==> config.mk <==
export PLATFORM = sky130hd
export DESIGN_NAME = muldiv_unit
export DESIGN_NICKNAME = d
export VERILOG_FILES = /design/src/rtl/mips_pkg.sv /design/src/rtl/muldiv_unit.sv
export SDC_FILE = /design/constraint.sdc
export NUM_CORES = 1
export LEC_CHECK = 0
export BUFFER_PORTS_ARGS = -buffer_cell sky130_fd_sc_hd__buf_2
export CORE_MARGIN = 5
export CORE_UTILIZATION = 32
export CTS_CLUSTER_DIAMETER = 40
export DETAILED_ROUTE_END_ITERATION = 7
export MAX_ROUTING_LAYER = met4
export PLACE_DENSITY = 0.59
export RECOVER_POWER = 25
export SYNTH_ARGS = -nofsm -noshare
export SYNTH_HDL_FRONTEND = slang
export SYNTH_SLANG_ARGS = --single-unit
==> constraint.sdc <==
create_clock -name clock -period 3.1 [get_ports clock]
set_clock_uncertainty 0.2 [all_clocks]
set_input_delay 0.155 -clock clock [delete_from_list [all_inputs] [get_ports clock]]
set_output_delay 0.155 -clock clock [all_outputs]
set_load 0.03 [all_outputs]
==> src/rtl/mips_pkg.sv <==
// Shared types for the HI/LO multiply/divide unit.
// Operation codes and FSM states.
package mips_pkg;

   typedef enum logic [1:0] {
      MULTU = 2'b00,
      DIVU  = 2'b01,
      MTHI  = 2'b10,
      MTLO  = 2'b11
   } muldiv_op_t;

   typedef enum logic [1:0] {
      IDLE = 2'b00,
      MUL  = 2'b01,
      DIV  = 2'b10
   } muldiv_state_t;

endpackage

==> src/rtl/muldiv_unit.sv <==
// Iterative unsigned MULTU/DIVU with architectural HI/LO.
// One bit per cycle; HI/LO updated atomically at completion.
module muldiv_unit
   import mips_pkg::*;
#(
   parameter int Dbits = 32
) (
   input  logic             clock,
   input  logic             reset_n,
   input  logic             start,
   input  logic [1:0]       op,
   input  logic [Dbits-1:0] a,
   input  logic [Dbits-1:0] b,
   output logic             busy,
   output logic             done,
   output logic [Dbits-1:0] hi,
   output logic [Dbits-1:0] lo
);

   localparam int CW = $clog2(Dbits) + 1;
   localparam logic [CW-1:0] LAST = CW'(Dbits - 1);

   muldiv_state_t      r_state;
   logic [CW-1:0]      r_cnt;
   logic [2*Dbits-1:0] r_acc;
   logic [Dbits-1:0]   r_opnd;
   logic [Dbits-1:0]   r_hi;
   logic [Dbits-1:0]   r_lo;
   logic               r_busy;
   logic               r_done;

   logic [Dbits:0]     w_sum;
   logic [2*Dbits-1:0] w_mul_nx;
   logic [Dbits:0]     w_part;
   logic [Dbits:0]     w_diff;
   logic               w_ge;
   logic [2*Dbits-1:0] w_div_nx;
   logic [2*Dbits-1:0] w_acc_nx;

   // Shift-add step: acc = {product_hi, multiplier/product_lo}
   assign w_sum    = {1'b0, r_acc[2*Dbits-1:Dbits]} + {1'b0, r_opnd};
   assign w_mul_nx = r_acc[0] ? {w_sum, r_acc[Dbits-1:1]}
                              : {1'b0, r_acc[2*Dbits-1:1]};

   // Restoring step: acc = {remainder, dividend/quotient}.
   // The remainder stays below the divisor, so the difference
   // MSB is a clean borrow flag.
   assign w_part   = r_acc[2*Dbits-1:Dbits-1];
   assign w_diff   = w_part - {1'b0, r_opnd};
   assign w_ge     = ~w_diff[Dbits];
   assign w_div_nx = {w_ge ? w_diff[Dbits-1:0] : w_part[Dbits-1:0],
                      r_acc[Dbits-2:0], w_ge};

   assign w_acc_nx = (r_state == MUL) ? w_mul_nx : w_div_nx;

   // FSM, working datapath and HI/LO with registered outputs
   always_ff @(posedge clock or negedge reset_n) begin
      if (!reset_n) begin
         r_state <= IDLE;
         r_cnt   <= '0;
         r_acc   <= '0;
         r_opnd  <= '0;
         r_hi    <= '0;
         r_lo    <= '0;
         r_busy  <= 1'b0;
         r_done  <= 1'b0;
      end else begin
         r_done <= 1'b0;
         unique case (r_state)
            IDLE: begin
               if (start) begin
                  unique case (muldiv_op_t'(op))
                     MULTU: begin
                        r_acc   <= {{Dbits{1'b0}}, b};
                        r_opnd  <= a;
                        r_cnt   <= '0;
                        r_busy  <= 1'b1;
                        r_state <= MUL;
                     end
                     DIVU: begin
                        r_acc   <= {{Dbits{1'b0}}, a};
                        r_opnd  <= b;
                        r_cnt   <= '0;
                        r_busy  <= 1'b1;
                        r_state <= DIV;
                     end
                     MTHI: r_hi <= a;
                     MTLO: r_lo <= a;
                  endcase
               end
            end
            MUL, DIV: begin
               r_acc <= w_acc_nx;
               if (r_cnt == LAST) begin
                  r_hi    <= w_acc_nx[2*Dbits-1:Dbits];
                  r_lo    <= w_acc_nx[Dbits-1:0];
                  r_done  <= 1'b1;
                  r_busy  <= 1'b0;
                  r_state <= IDLE;
               end else begin
                  r_cnt <= r_cnt + 1'b1;
               end
            end
            default: begin
               r_busy  <= 1'b0;
               r_state <= IDLE;
            end
         endcase
      end
   end

   assign busy = r_busy;
   assign done = r_done;
   assign hi   = r_hi;
   assign lo   = r_lo;

endmodule
==> out/results.ini <==
[status]
status=finished with violations
violations=capacitance limit, slew limit, setup timing

[global_route]
grt.total_usage_pct=22.5
antenna_found_initial=0
grt_pass1_vias=13300
grt_pass1_wl_mm=76.7
overflow=0
grt_max_degree=117

[worst_setup_path]
worstSetupPathType=reg -> reg
r2r_end=r_acc[59]
cpPeakStageDelay_ps=460
reg2reg_slack_ps=-240
crit_chain=ha_4 -> o211ai_1 -> o21ai_2 -> o211ai_1 -> a31o_4 -> and3_4 -> buf_6 -> nor2_4 -> buf_8 -> buf_6 -> nand4_1 -> a221o_1 -> o21ai_1
r2r_cells=13
startpoint=r_acc[36]
cp.arrival_ps=3520
crit_slowest_cell=dfrtp_1
r2r_start=r_acc[36]
path_max_fanout=7
crit_required_ps=3280
endpoint_kind=flip-flop
cp-start-kind=flip-flop

[synth]
ys_types=75
synth_edf_count=0
ys.warnings.count=0
syn_area_per_cell_um2=8.20
yosysSeqAreaShare_pct=33.8
netlist_area_um2=12600
synthTopCellsByArea=dfrtp_1 (34%), o21ai_0 (8.6%), nand2_1 (7.4%), ha_1 (6.8%), mux2i_1 (5.5%)
ys_ff_latch=170
synthCells=1536
synth_top_cell_by_area=dfrtp_1
synth_top_area_share_pct=33.8
synthArstFlopShare_pct=100
ys.flop_type=dfrtp_1
syn-num-nets=1675

[job]
drv_cap=1

[detailed_routing]
drt-initial-drc-count=978
first_pass_iters=6
wl_mm=49.0
routed_via_density=5.44
num_vias=13500
wl_per_cell_um=19.7
ant_nets=0
drc=0

[floorplan]
rows=72
core-area_um2=38800
dieArea_um2=43400
die-width_um=208
die_height_um=208
ios=135
initial_core_util_pct=32.5

[final_layout]
final_cell_mix=buf_4 (257), nand2_1 (233), o21ai_0 (195)
area_delta_synth_final_pct=44.5
num_antenna_cells=0
drive_gt1_share_pct=32.0
final_common_cell=buf_4
nNetsFinal=2098

[placement]
dp_slack_ps=-544
hpwl_mm=36.0
place_congestion=0.928
port_buffers=134

[clocking]
cts_inserted_buffers=17
clk_path_buf_depth=2
cts_tree=done
root_buffer=clkbuf_16
cts_sinks=170
cts_htree_levels=4
path_clk_slew_ps=80
clkLatencyLatePin_ps=450

[sta]
fin_crit_sh_pct=108
finalHoldViolations=0
worstMarginPinSlew_ps=1770
finalSetupViolCount=64
rsz0062_at_grt=true
drv_slew=70
period_minus_slack_ps=3340
hold_ws_ps=75.4
worst_slack_ps=-241
fmax_mhz=299
slew_headroom_pct=-18.3

[worst_hold_path]
holdPathStages=4
hp-class=in -> reg
min-delay-start=start
min_to=r_cnt[1]

sequential cells by signal, indices dropped and copies added, names as in the netlist:
signal	count
r_acc	64
hi	32
lo	32
r_opnd	32
r_cnt	6
r_state	2
busy	1
done	1
cell usage after synthesis, drive strengths merged, types with 4 or more instances:
cell / n
a211oi: 14
a21oi: 114
a211o: 9
clkbuf: 85
and2: 5
nor2: 81
mux2: 42
o211ai: 34
or3: 6
nand2b: 7
buf: 20
inv: 45
xor2: 24
a31o: 5
xnor2: 26
o2111ai: 4
o31ai: 8
a31oi: 18
ha: 68
dfrtp: 170
a311o: 7
nand3: 21
nand2: 247
mux2i: 69
a2111oi: 5
nand4: 18
o21a: 16
a21o: 36
o311ai: 5
nor3: 17
and3: 19
o21ai: 233
layer usage:
metal	track usage [%]	wire (um)
met5	-	0
met4	6.89	1080
met3	2.38	2920
met2	34.5	22300
met1	31.6	22700
final cells by class:
cell class | count | area [um^2]
clock buffer | 21 | 470
inverter | 45 | 169
multi-input combinational | 1217 | 8700
tap | 518 | 648
sequential | 170 | 4260
clock inverter | 10 | 83.8
fill | 3709 | 20600
timing repair buffer | 508 | 3870
critical path, delay by kind of cell (launching register included):
kind / cells / cell delay [ps]
compound gates: 6 / 1320
simple gates: 3 / 540
flops: 1 / 460
buf+inv: 3 / 410
fa+ha+maj: 1 / 330
per-stage QoR:
| stage | TNS, ps | cells | cell area, um^2 | utilization, % |
|---|---|---|---|---|
| finish | -7090 | 2489 | 18200 | 46.9 |
| global route | -18160 | 2489 | 18200 | 46.9 |
| CTS | -5600 | 2473 | 17600 | 45.4 |
| detailed placement | -18600 | 2334 | 15600 | 40.2 |
| global placement | -15180 | 2334 | 15600 | 40.2 |
| floorplan | 0 | 1536 | 12700 | - |
cells by family after synthesis:
kind of cell,share of synthesized area (%)
compound gates,26.8
fa+ha+maj,7.07
simple gates,14.9
xor+xnor,3.48
flops,33.8
mux,9.23
buf+inv,4.74
how the worst max path moves through the flow:
stage	to	depth (start not counted)	slack (ps)
4_1_cts	hi[9]	12	-190
6_report	r_acc[59]	13	-240
5_1_grt	hi[6]	15	-320
3_3_place_gp	hi[31]	11	-460
3_5_place_dp	hi[16]	13	-540
2_1_floorplan	r_acc[49]	14	3
timing repair:
| item | CTS | global route |
|---|---|---|
| endpoints found under the hold margin | 192 | 0 |
| resized for setup | 93 | 100 |
| setup endpoints to repair | 66 | 80 |
| buffers inserted | 16 | 17 |
| hold buffers | 91 | 0 |
| pin swaps | 71 | 69 |
| cloned | 1 | 0 |
Power is not shown: default switching activity piles up to over one toggle a cycle in this logic, so the estimate is an artifact.
